===== config.mk =====
export PLATFORM = sky130hd
export DESIGN_NAME = btn_cmd_queue
export DESIGN_NICKNAME = d
export VERILOG_FILES = /design/src/rtl/btn_cmd_pkg.sv /design/src/rtl/btn_debounce.sv /design/src/rtl/btn_cmd_queue.sv
export SDC_FILE = /design/constraint.sdc
export NUM_CORES = 1
export LEC_CHECK = 0
export CAP_MARGIN = 20
export CORE_AREA = 2 2 114 72
export CTS_BUF_LIST = sky130_fd_sc_hd__clkbuf_16
export DETAILED_ROUTE_END_ITERATION = 8
export DIE_AREA = 0 0 116 74
export PLACE_DENSITY_LB_ADDON = 0.12
export SYNTH_ARGS = -nofsm -noshare
export SYNTH_HDL_FRONTEND = slang
export SYNTH_SLANG_ARGS = --single-unit

===== constraint.sdc =====
create_clock -name clk -period 4.1 [get_ports clk]
set_input_delay 1.025 -clock clk [delete_from_list [all_inputs] [get_ports clk]]
set_output_delay 1.025 -clock clk [all_outputs]
set_load 0.02 [all_outputs]

===== src/rtl/btn_cmd_pkg.sv =====
// btn_cmd_pkg: shared command type and width helper for the button command queue.
// cmd_t is sized for the default build (3 buttons, 8-bit byte position).
package btn_cmd_pkg;

  localparam int NUM_BTN_DEF = 3;
  localparam int POS_W_DEF   = 8;

  // Width of a button index field; never narrower than one bit.
  function automatic int idx_w(input int n);
    if (n <= 2) begin
      return 1;
    end
    return $clog2(n);
  endfunction

  localparam int IDX_W_DEF = idx_w(NUM_BTN_DEF);

  typedef struct packed {
    logic [IDX_W_DEF-1:0] idx;
    logic [POS_W_DEF-1:0] pos;
  } cmd_t;

endpackage


===== src/rtl/btn_debounce.sv =====
// btn_debounce: two-flop synchroniser, debounce filter and press pulses for one button.
// risePulse is a one-cycle strobe on the edge after the filtered level goes high.
// With BTN_AUTOREPEAT_EN defined, repeatPulse strobes every REPEAT_CYCLES cycles
// while the filtered level stays high; otherwise it is tied low.
module btn_debounce #(
  parameter int DEBOUNCE_CYCLES = 4,
  parameter int REPEAT_CYCLES   = 1000
) (
  input  logic clk,
  input  logic rst,
  input  logic btnRaw,
  output logic risePulse,
  output logic repeatPulse
);

  localparam int CNT_W = (DEBOUNCE_CYCLES > 1) ? $clog2(DEBOUNCE_CYCLES) : 1;
  localparam logic [CNT_W-1:0] CNT_LAST = CNT_W'(DEBOUNCE_CYCLES - 1);

  logic             syncMeta;
  logic             syncLevel;
  logic             stableLevel;
  logic [CNT_W-1:0] dbCnt;

  // Bring the asynchronous button into the clock domain.
  always_ff @(posedge clk or negedge rst) begin
    if (!rst) begin
      syncMeta  <= 1'b0;
      syncLevel <= 1'b0;
    end else begin
      syncMeta  <= btnRaw;
      syncLevel <= syncMeta;
    end
  end

  // Accept a new level only after it has disagreed with the stable level long enough.
  always_ff @(posedge clk or negedge rst) begin
    if (!rst) begin
      dbCnt       <= '0;
      stableLevel <= 1'b0;
      risePulse   <= 1'b0;
    end else begin
      risePulse <= 1'b0;
      if (syncLevel == stableLevel) begin
        dbCnt <= '0;
      end else if (dbCnt == CNT_LAST) begin
        dbCnt       <= '0;
        stableLevel <= syncLevel;
        risePulse   <= syncLevel;
      end else begin
        dbCnt <= dbCnt + 1'b1;
      end
    end
  end

`ifdef BTN_AUTOREPEAT_EN
  localparam int REP_W = $clog2(REPEAT_CYCLES + 1);
  localparam logic [REP_W-1:0] REP_LAST = REP_W'(REPEAT_CYCLES - 1);

  logic [REP_W-1:0] repCnt;

  // Count held cycles and re-fire a press every repeat period.
  always_ff @(posedge clk or negedge rst) begin
    if (!rst) begin
      repCnt      <= '0;
      repeatPulse <= 1'b0;
    end else begin
      repeatPulse <= 1'b0;
      if (!stableLevel) begin
        repCnt <= '0;
      end else if (repCnt == REP_LAST) begin
        repCnt      <= '0;
        repeatPulse <= 1'b1;
      end else begin
        repCnt <= repCnt + 1'b1;
      end
    end
  end
`else
  // No autorepeat hardware; the period stays referenced so both builds share one parameter list.
  assign repeatPulse = 1'b0 & (REPEAT_CYCLES > 0);
`endif

endmodule


===== src/rtl/btn_cmd_queue.sv =====
// btn_cmd_queue: debounced push-buttons turned into queued {index, byte position}
// commands for the processor, delivered over a valid/ready handshake.
// Optional feature macro: BTN_AUTOREPEAT_EN (held buttons re-issue presses).
// The FIFO is first-word-fall-through; the head is kept in a register so that
// cmd_idx/cmd_pos hold their last value once the queue empties.
module btn_cmd_queue
  import btn_cmd_pkg::*;
#(
  parameter int NUM_BTN         = 3,
  parameter int POS_W           = 8,
  parameter int DEBOUNCE_CYCLES = 4,
  parameter int FIFO_DEPTH      = 4,
  parameter int REPEAT_CYCLES   = 1000
) (
  input  logic                          clk,
  input  logic                          rst,
  input  logic [NUM_BTN-1:0]            btn,
  input  logic [POS_W-1:0]              byte_pos,
  input  logic                          cmd_ready,
  output logic                          cmd_valid,
  output logic [idx_w(NUM_BTN)-1:0]     cmd_idx,
  output logic [POS_W-1:0]              cmd_pos,
  output logic [$clog2(FIFO_DEPTH):0]   fifo_count,
  output logic                          overflow
);

  localparam int IDX_W = idx_w(NUM_BTN);
  localparam int PTR_W = $clog2(FIFO_DEPTH);
  localparam int CNT_W = PTR_W + 1;
  localparam logic [CNT_W-1:0] FULL_CNT = CNT_W'(FIFO_DEPTH);

  typedef struct packed {
    logic [IDX_W-1:0] idx;
    logic [POS_W-1:0] pos;
  } entry_t;

  logic [NUM_BTN-1:0] risePulse;
  logic [NUM_BTN-1:0] repeatPulse;
  logic [NUM_BTN-1:0] pressPulse;
  logic [NUM_BTN-1:0] pending;
  logic [NUM_BTN-1:0] pushMask;
  logic [NUM_BTN-1:0] clrMask;
  logic [IDX_W-1:0]   pushIdx;

  logic               popEn;
  logic               pushEn;
  logic               hasSpace;
  entry_t             pushEntry;
  entry_t             headEntry;
  entry_t             fifoMem [FIFO_DEPTH];
  logic [PTR_W-1:0]   wrPtr;
  logic [PTR_W-1:0]   rdPtr;
  logic [PTR_W-1:0]   nextRdPtr;
  logic [CNT_W-1:0]   nextCount;

  for (genvar i = 0; i < NUM_BTN; i++) begin : genBtn
    btn_debounce #(
      .DEBOUNCE_CYCLES (DEBOUNCE_CYCLES),
      .REPEAT_CYCLES   (REPEAT_CYCLES)
    ) uDebounce (
      .clk         (clk),
      .rst         (rst),
      .btnRaw      (btn[i]),
      .risePulse   (risePulse[i]),
      .repeatPulse (repeatPulse[i])
    );
  end

  assign pressPulse = risePulse | repeatPulse;

  // Fixed-priority pick of the lowest pending button.
  always_comb begin
    pushIdx  = '0;
    pushMask = '0;
    for (int i = NUM_BTN - 1; i >= 0; i--) begin
      if (pending[i]) begin
        pushIdx  = IDX_W'(i);
        pushMask = NUM_BTN'(1) << i;
      end
    end
  end

  assign cmd_valid     = (fifo_count != '0);
  assign popEn         = cmd_valid & cmd_ready;
  assign hasSpace      = (fifo_count != FULL_CNT) | popEn;
  assign pushEn        = (pending != '0) & hasSpace;
  assign clrMask       = pushMask & {NUM_BTN{pushEn}};
  assign pushEntry.idx = pushIdx;
  assign pushEntry.pos = byte_pos;

  assign nextCount = fifo_count + CNT_W'(pushEn) - CNT_W'(popEn);
  assign nextRdPtr = rdPtr + PTR_W'(popEn);

  // Collect presses; a new press wins over the clear of a bit being pushed, a press
  // landing on a still-waiting bit is merged and flagged as lost.
  always_ff @(posedge clk or negedge rst) begin
    if (!rst) begin
      pending  <= '0;
      overflow <= 1'b0;
    end else begin
      pending <= (pending & ~clrMask) | pressPulse;
      if ((pressPulse & pending & ~clrMask) != '0) begin
        overflow <= 1'b1;
      end
    end
  end

  // Storage array; contents are only meaningful between the pointers, so no reset.
  always_ff @(posedge clk) begin
    if (pushEn) begin
      fifoMem[wrPtr] <= pushEntry;
    end
  end

  // Pointer and occupancy bookkeeping; push and pop together keep the count.
  always_ff @(posedge clk or negedge rst) begin
    if (!rst) begin
      wrPtr      <= '0;
      rdPtr      <= '0;
      fifo_count <= '0;
    end else begin
      if (pushEn) begin
        wrPtr <= wrPtr + 1'b1;
      end
      rdPtr      <= nextRdPtr;
      fifo_count <= nextCount;
    end
  end

  // Head register: the entry becoming head next cycle, bypassing the array when the
  // queue would otherwise be empty; held unchanged while the queue is empty.
  always_ff @(posedge clk or negedge rst) begin
    if (!rst) begin
      headEntry <= '0;
    end else if (nextCount != '0) begin
      if (fifo_count == CNT_W'(popEn)) begin
        headEntry <= pushEntry;
      end else begin
        headEntry <= fifoMem[nextRdPtr];
      end
    end
  end

  assign cmd_idx = headEntry.idx;
  assign cmd_pos = headEntry.pos;

endmodule


==> results of run 1 <==
==> registers in the layout, summed over array words and instances (netlist names) <==
signal / count
cmd_idx: 2
cmd_pos: 8
fifoMem: 40
fifo_count: 3
genBtn.uDebounce.dbCnt: 6
genBtn.uDebounce.risePulse: 3
genBtn.uDebounce.stableLevel: 3
genBtn.uDebounce.syncLevel: 3
genBtn.uDebounce.syncMeta: 3
overflow: 1
pending: 3
rdPtr: 2
wrPtr: 2
==> path summary, 6_finish.rpt <==
| kind | from | to |
|---|---|---|
| max | cmd_ready | cmd_pos[5]$_DFFE_PN0P_ |
| min | genBtn[1].uDebounce.syncMeta$_DFF_PN0_ | genBtn[1].uDebounce.syncLevel$_DFF_PN0_ |
| max reg2reg | fifo_count[1]$_DFF_PN0_ | cmd_pos[5]$_DFFE_PN0P_ |
| min reg2reg | genBtn[1].uDebounce.syncMeta$_DFF_PN0_ | genBtn[1].uDebounce.syncLevel$_DFF_PN0_ |
| max in group asynchronous | rst | wrPtr[0]$_DFFE_PN0P_ |
| min in group asynchronous | rst | genBtn[1].uDebounce.stableLevel$_DFFE_PN0P_ |
==> Yosys cell counts <==
cell type and count:
sky130_fd_sc_hd__xnor3_1 1, sky130_fd_sc_hd__nor4b_1 1, sky130_fd_sc_hd__o21ai_0 3, sky130_fd_sc_hd__and2_1 5, sky130_fd_sc_hd__buf_1 1, sky130_fd_sc_hd__a22o_1 1
sky130_fd_sc_hd__mux4_2 10, sky130_fd_sc_hd__nor3b_1 1, sky130_fd_sc_hd__edfxtp_1 40, sky130_fd_sc_hd__ha_1 9, sky130_fd_sc_hd__o211ai_1 1, sky130_fd_sc_hd__fa_1 1
sky130_fd_sc_hd__nand2_1 23, sky130_fd_sc_hd__dfrtp_1 39, sky130_fd_sc_hd__o31ai_1 1, sky130_fd_sc_hd__or3_1 3, sky130_fd_sc_hd__xnor2_1 5, sky130_fd_sc_hd__mux2_2 3
sky130_fd_sc_hd__nor3_1 5, sky130_fd_sc_hd__nor2b_1 5, sky130_fd_sc_hd__nor2_1 11, sky130_fd_sc_hd__a21oi_1 1, sky130_fd_sc_hd__and3b_1 3, sky130_fd_sc_hd__buf_2 4
sky130_fd_sc_hd__a21o_1 1, sky130_fd_sc_hd__nand2b_1 2, sky130_fd_sc_hd__a31oi_1 11, sky130_fd_sc_hd__inv_1 6
==> metrics by stage <==
step	std cells	hold slack, ns
final	349	0.346
after global routing	349	0.355
after CTS	349	0.348
after detailed placement	333	0.335
after global placement	333	0.332
after floorplan	197	0.331
==> per-layer routing <==
metal  track usage  vias to the layer above
met5             0                        -
met4        0.0675                        0
met3        0.0554                        8
met2         0.194                       31
met1         0.212                      805
li1              -                      797
==> worst register-to-register path: cells and delay by family (launching register included) <==
family | cells | cell delay [ns]
xor gates and xnor gates | 1 | 0.20
and+or+nand+nor | 5 | 1.51
DFF | 1 | 0.43
AOI/OAI and AO/OA | 2 | 0.18
adders and majority gates | 2 | 0.59
==> layout make-up <==
cell class	count	area [µm²]	area share
clock buffer	9	225	0.0589
clock inverter	7	81.3	0.0213
inverter	6	22.5	0.00589
multi-input combinational	107	867	0.227
sequential	79	2180	0.570
tap	108	135	0.0354
timing repair buffer	33	313	0.0819
==> power breakdown <==
group	internal (mW)	leakage, nW	switching, mW
Combinational	0.514	0.527	0.534
Sequential	1.02	0.834	0.103
Clock	0.523	0.163	0.288
==> logic make-up (layout without fill, tap and decap cells) <==
family,after synthesis,count (layout),synth area share
adder cells (fa/ha/maj),10,10,0.0429
flip-flops,79,79,0.704
AND/OR/NAND/NOR,59,59,0.0935
XOR/XNOR,6,6,0.0215
multiplexers,13,13,0.0838
AO/OA/AOI/OAI,19,19,0.0389
buffers and inverters,11,55,0.0150
==> impl_metrics.json, run 1 <==
{
  "result_of_the_run": "completed",
  "critPathRequiredTime_ns": 4.27,
  "number_of_vias_after_detailed_routing": 1641,
  "post-route-cell-area_um2": 3820,
  "synth.yosys.seq_area_share": 0.704,
  "detailedPlacementHpwl_um": 3530,
  "power.density_cell_area_nw_per_um2": 779,
  "vias_per_cell": 4.70,
  "clock_latency_late_sink_ns": 0.33,
  "cts_buffers": 9,
  "port_buffers": 28,
  "drt_first_pass_iters": 4,
  "die-width_um": 116,
  "postPlaceCellArea_um2": 3510,
  "m1WireLength_um": 2720,
  "met2RoutedLength_um": 2410,
  "crit_path_max_fanout": 20,
  "numClockSinks": 79,
  "unrepaired_setup_endpoints_after_global_routing": "no",
  "ant_nets": 0,
  "report.power.total_mw": 2.98,
  "final_core_utilization": 0.505,
  "netlist_area_um2": 3090,
  "setup_violators_final": 0,
  "cpPeakStageDelay_ns": 0.61,
  "syn_nets": 221,
  "max_cap_violations": 0,
  "grt_usage": 0.145,
  "yosysTopAreaCellShare": 0.389,
  "max-slew-margin-rel": 0.422,
  "nNetsFinal": 260,
  "syn_to_final_growth_pct": 23.6,
  "static-leakage-power_nw": 1.52,
  "core_footprint_um2": 7570,
  "layout.filler_cells": 655,
  "die_area_um2": 8580,
  "total_grt_overflow": 0,
  "tightestPinTransition_ns": 0.867,
  "count_of_cells_along_the_worst_hold_path": 0,
  "final.setup_skew_ns": 0.00501,
  "initial_core_util": 0.408,
  "netlist_instances": 197,
  "period_share": 0.887,
  "topRoutingLayerUsed": "met4",
  "tritoncts": "done",
  "r2r_cells": 10,
  "clk_path_buf_depth": 2,
  "die-height_um": 74,
  "initial_antenna_violation_count": 0,
  "syn-mean-instance-area_um2": 15.7,
  "path_cells": "clkdlybuf4s50_1, nor4b_1, nor2_1, inv_1, o21ai_0, ha_1, fa_1, xnor3_1, or3_1, nor2_1, a31oi_1",
  "critical_path_cell_count": 11,
  "cts.htree.levels": 3,
  "timing.critical_path.max_delay_family": "simple AND/OR/NAND/NOR gates",
  "crit_path_end_kind": "register",
  "reg2reg_setup_slack_ns": 1.02,
  "cts.clk_slew.worst_paths_ns": 0.06,
  "final-hold-violation-count": 0,
  "num_rows": 25,
  "drt_iter0_markers": 101,
  "clock-root-buffer": "sky130_fd_sc_hd__clkbuf_16",
  "pre_cts_ws_ns": 0.166,
  "place.gp.congestion": 0.767,
  "fin_tns_setup_ns": 0,
  "synth_warnings": 0,
  "kind_of_critical_path": "in -> reg",
  "drt_drc_violations_left": 0,
  "pin_count_of_the_biggest_net_entering_global_routing": 40,
  "worstPathBufferInverterCount": 2,
  "start_kind": "primary input",
  "synthTopCellsByArea": "sky130_fd_sc_hd__edfxtp_1, sky130_fd_sc_hd__dfrtp_1, sky130_fd_sc_hd__mux4_2, sky130_fd_sc_hd__ha_1, sky130_fd_sc_hd__nand2_1",
  "netlist-cell-type-count": 28,
  "slowest_stage": "sky130_fd_sc_hd__or3_1",
  "postCtsResizedCells": 0,
  "cp_common_cell": "sky130_fd_sc_hd__nor2_1",
  "layout-drive-gt1-share": 0.133,
  "layout.cells.most_common": "sky130_fd_sc_hd__edfxtp_1",
  "ys_seq_elements": 79,
  "worstPathArrival_ns": 3.81,
  "post-route-worst-setup-slack_ns": 0.462,
  "timing.fmax_ghz": 0.275,
  "irDropWorstVdd_uv": 297,
  "timing_max_transition_violations_final": 0,
  "pin_count": 29,
  "min_path_type": "reg -> reg",
  "routed-wl-met3_um": 260,
  "detail_route.wirelength_um": 5460,
  "yosys.area.top_type": "sky130_fd_sc_hd__edfxtp_1",
  "fin_crit_ns": 3.64,
  "layout.cells.most_common_list": "sky130_fd_sc_hd__edfxtp_1, sky130_fd_sc_hd__dfrtp_1, sky130_fd_sc_hd__clkdlybuf4s50_1",
  "route.detailed.wl_per_inst_um": 15.6,
  "first_global_vias": 1647,
  "holdBufCountCts": 0,
  "cts_setup_buffers": 0,
  "first_pass_grt_wire_length_um": 8770,
  "diodes": 0
}
No activity file was read; power rests on OpenSTA's default activity.
==> run 2, diff against run 1 <==
--- a/config.mk
+++ b/config.mk
@@ -7,7 +7,7 @@
 export LEC_CHECK = 0
 export CAP_MARGIN = 20
 export CORE_AREA = 2 2 114 72
-export CTS_BUF_LIST = sky130_fd_sc_hd__clkbuf_16
+export CTS_BUF_LIST = sky130_fd_sc_hd__clkbuf_4 sky130_fd_sc_hd__clkbuf_8
 export DETAILED_ROUTE_END_ITERATION = 8
 export DIE_AREA = 0 0 116 74
 export PLACE_DENSITY_LB_ADDON = 0.12
==> run 2 against run 1 <==
  * Critical path depth stayed put
  * Hold slack better by 0.0037 ns
  * Maximum frequency is 1.4% higher
  * Clock skew is 0.0030 ns higher
  * Combinational power hardly changed
  * Sequential cell count stayed put
  * Clock power is 23% lower
  * Sequential share of layout area is 1.4 points higher
  * First-iteration DRC count is 4.0% lower
  * Final cell count stayed put
  * Via count is 0.79% lower
==> impl_metrics.json, run 2 (synthesis results as in run 1) <==
{
  "holdBufCountCts": 0,
  "syn_to_final_growth_pct": 20.7,
  "global_route.usage.met3": 0.0750,
  "tightestPinTransition_ns": 0.867,
  "cts_setup_buffers": 0,
  "final.setup_skew_ns": 0.00803,
  "grt_util_met1": 0.214,
  "detailedPlacementHpwl_um": 3530,
  "clock-root-buffer": "sky130_fd_sc_hd__clkbuf_8",
  "total_grt_overflow": 0,
  "critPathRequiredTime_ns": 4.29,
  "worstPathBufferInverterCount": 2,
  "postPlaceCellArea_um2": 3510,
  "post-route-cell-area_um2": 3730,
  "combined_area_of_the_multi_input_logic_cells_um2": 867,
  "layout-drive-gt1-share": 0.145,
  "first_global_vias": 1622,
  "cts_buffers": 9,
  "place.gp.congestion": 0.767,
  "fin_crit_ns": 3.59,
  "fin_tns_setup_ns": 0,
  "slowest_stage": "sky130_fd_sc_hd__or3_1",
  "vias_per_cell": 4.66,
  "tritoncts": "done",
  "kind_of_critical_path": "in -> reg",
  "pin_count_of_the_biggest_net_entering_global_routing": 40,
  "grt_usage": 0.147,
  "internal_power_mw": 1.89,
  "swShare": 0.321,
  "route.detailed.wl_per_inst_um": 15.7,
  "final_core_utilization": 0.493,
  "initial_antenna_violation_count": 0,
  "drt_iter0_markers": 97,
  "crit_path_end_kind": "register",
  "static-leakage-power_nw": 1.48,
  "groute.layer.met2.usage": 0.194,
  "period_share": 0.875,
  "power.density_cell_area_nw_per_um2": 746,
  "registers.top_by_ff_count": "fifoMem",
  "first_pass_grt_wire_length_um": 8820,
  "max_cap_violations": 0,
  "cts.htree.levels": 3,
  "p_sw_mw": 0.893,
  "path_cells": "clkdlybuf4s50_1, nor4b_1, nor2_1, inv_1, o21ai_0, ha_1, fa_1, xnor3_1, or3_1, nor2_1, a31oi_1",
  "max-slew-margin-rel": 0.422,
  "diodes": 0,
  "nNetsFinal": 260,
  "die-height_um": 74,
  "layout.cells.most_common": "sky130_fd_sc_hd__edfxtp_1",
  "initial_core_util": 0.408,
  "min_path_type": "reg -> reg",
  "detail_route.wirelength_um": 5480,
  "number_of_vias_after_detailed_routing": 1628,
  "p_seq_frac": 0.401,
  "port_buffers": 28,
  "result_of_the_run": "completed",
  "ant_nets": 0,
  "final-hold-violation-count": 0,
  "layout.filler_cells": 676,
  "timing_max_transition_violations_final": 0,
  "start_kind": "primary input",
  "drt_first_pass_iters": 4,
  "irDropWorstVdd_uv": 217,
  "numClockSinks": 79,
  "pin_count": 29,
  "drt_drc_violations_left": 0,
  "cp_common_cell": "sky130_fd_sc_hd__nor2_1",
  "clk_path_buf_depth": 2,
  "hold_ws_ns": 0.350,
  "cpPeakStageDelay_ns": 0.60,
  "worstPathArrival_ns": 3.78,
  "setup_violators_final": 0,
  "core_footprint_um2": 7570,
  "clock_latency_late_sink_ns": 0.35,
  "num_rows": 25,
  "layout.cells.most_common_list": "sky130_fd_sc_hd__edfxtp_1, sky130_fd_sc_hd__dfrtp_1, sky130_fd_sc_hd__clkdlybuf4s50_1",
  "timing.critical_path.max_delay_family": "simple AND/OR/NAND/NOR gates",
  "grt-busiest-layer": "met1",
  "report.power.total_mw": 2.78,
  "crit_path_max_fanout": 20,
  "postCtsResizedCells": 0,
  "power.share.combinational": 0.374,
  "cts.clk_slew.worst_paths_ns": 0.07,
  "seq_area_um2": 2180,
  "timing.fmax_ghz": 0.279,
  "die-width_um": 116,
  "unrepaired_setup_endpoints_after_global_routing": "no",
  "largest_register_ff_count": 40,
  "power.clock.fraction": 0.224,
  "die_area_um2": 8580
}
run 2: changes by cell type in the layout (fill, tap and decap cells not counted), sizes merged:
cell    change
clkbuf      +3
inv         -3
run 2: worst reg2reg max path, cell delays in order (launching register included):
cell and delay [ns]:
sky130_fd_sc_hd__dfrtp_1 0.44, sky130_fd_sc_hd__or3_1 0.40, sky130_fd_sc_hd__and2_1 0.20, sky130_fd_sc_hd__nand2_1 0.10, sky130_fd_sc_hd__o21ai_0 0.11, sky130_fd_sc_hd__ha_1 0.21
sky130_fd_sc_hd__fa_1 0.37, sky130_fd_sc_hd__xnor3_1 0.20, sky130_fd_sc_hd__or3_1 0.60, sky130_fd_sc_hd__nor2_1 0.19, sky130_fd_sc_hd__a31oi_1 0.06
run 2: power by group through the flow:
stage | Combinational, mW | Clock [mW] | Sequential (mW)
6_report | 1.04 | 0.625 | 1.12
4_1_cts | 1.07 | 0.643 | 1.12
5_1_grt | 1.16 | 0.686 | 1.14
3_3_place_gp | 1.05 | 0 | 1.13
2_1_floorplan | 0.644 | 0 | 1.19
3_5_place_dp | 1.07 | 0 | 1.13
run 2: path summary, 6_finish.rpt:
kind                                                                to  slack [ns]  cells past startpoint                                   start
setup reg to reg                                cmd_pos[5]$_DFFE_PN0P_        1.06                     10                 fifo_count[1]$_DFF_PN0_
max in group asynchronous      genBtn[0].uDebounce.syncLevel$_DFF_PN0_        2.76                      1                                     rst
setup / recovery                                cmd_pos[5]$_DFFE_PN0P_        0.51                     11                               cmd_ready
hold / removal                 genBtn[1].uDebounce.syncLevel$_DFF_PN0_        0.35                      0  genBtn[1].uDebounce.syncMeta$_DFF_PN0_
min in group asynchronous  genBtn[1].uDebounce.stableLevel$_DFFE_PN0P_        0.78                      1                                     rst
hold reg to reg                genBtn[1].uDebounce.syncLevel$_DFF_PN0_        0.35                      0  genBtn[1].uDebounce.syncMeta$_DFF_PN0_
run 2: per-layer routing:
layer | vias to the layer above | part of all wire
met5 | - | 0
met4 | 0 | 0.0097
met3 | 7 | 0.058
met2 | 31 | 0.43
met1 | 794 | 0.50
li1 | 796 | -
run 2: metrics by stage:
step	cells	setup WS (ns)
after floorplan	197	0.658
after global placement	333	0.340
after detailed placement	333	0.166
after CTS	349	0.496
after global routing	349	0.325
final	349	0.513
run 2: area by class of cell:
class / count / share of cell area
sequential: 79 / 0.584
inverter: 6 / 0.00604
multi-input combinational: 107 / 0.232
timing repair buffer: 33 / 0.0838
clock inverter: 4 / 0.0188
clock buffer: 12 / 0.0392
tap: 108 / 0.0362
==> run 3, diff against run 2 <==
--- a/config.mk
+++ b/config.mk
@@ -11,6 +11,7 @@
 export DETAILED_ROUTE_END_ITERATION = 8
 export DIE_AREA = 0 0 116 74
 export PLACE_DENSITY_LB_ADDON = 0.12
+export SLEW_MARGIN = 10
 export SYNTH_ARGS = -nofsm -noshare
 export SYNTH_HDL_FRONTEND = slang
 export SYNTH_SLANG_ARGS = --single-unit
==> results of run 3 <==
The final DEF is identical to that of run 2; final timing and power are the same.
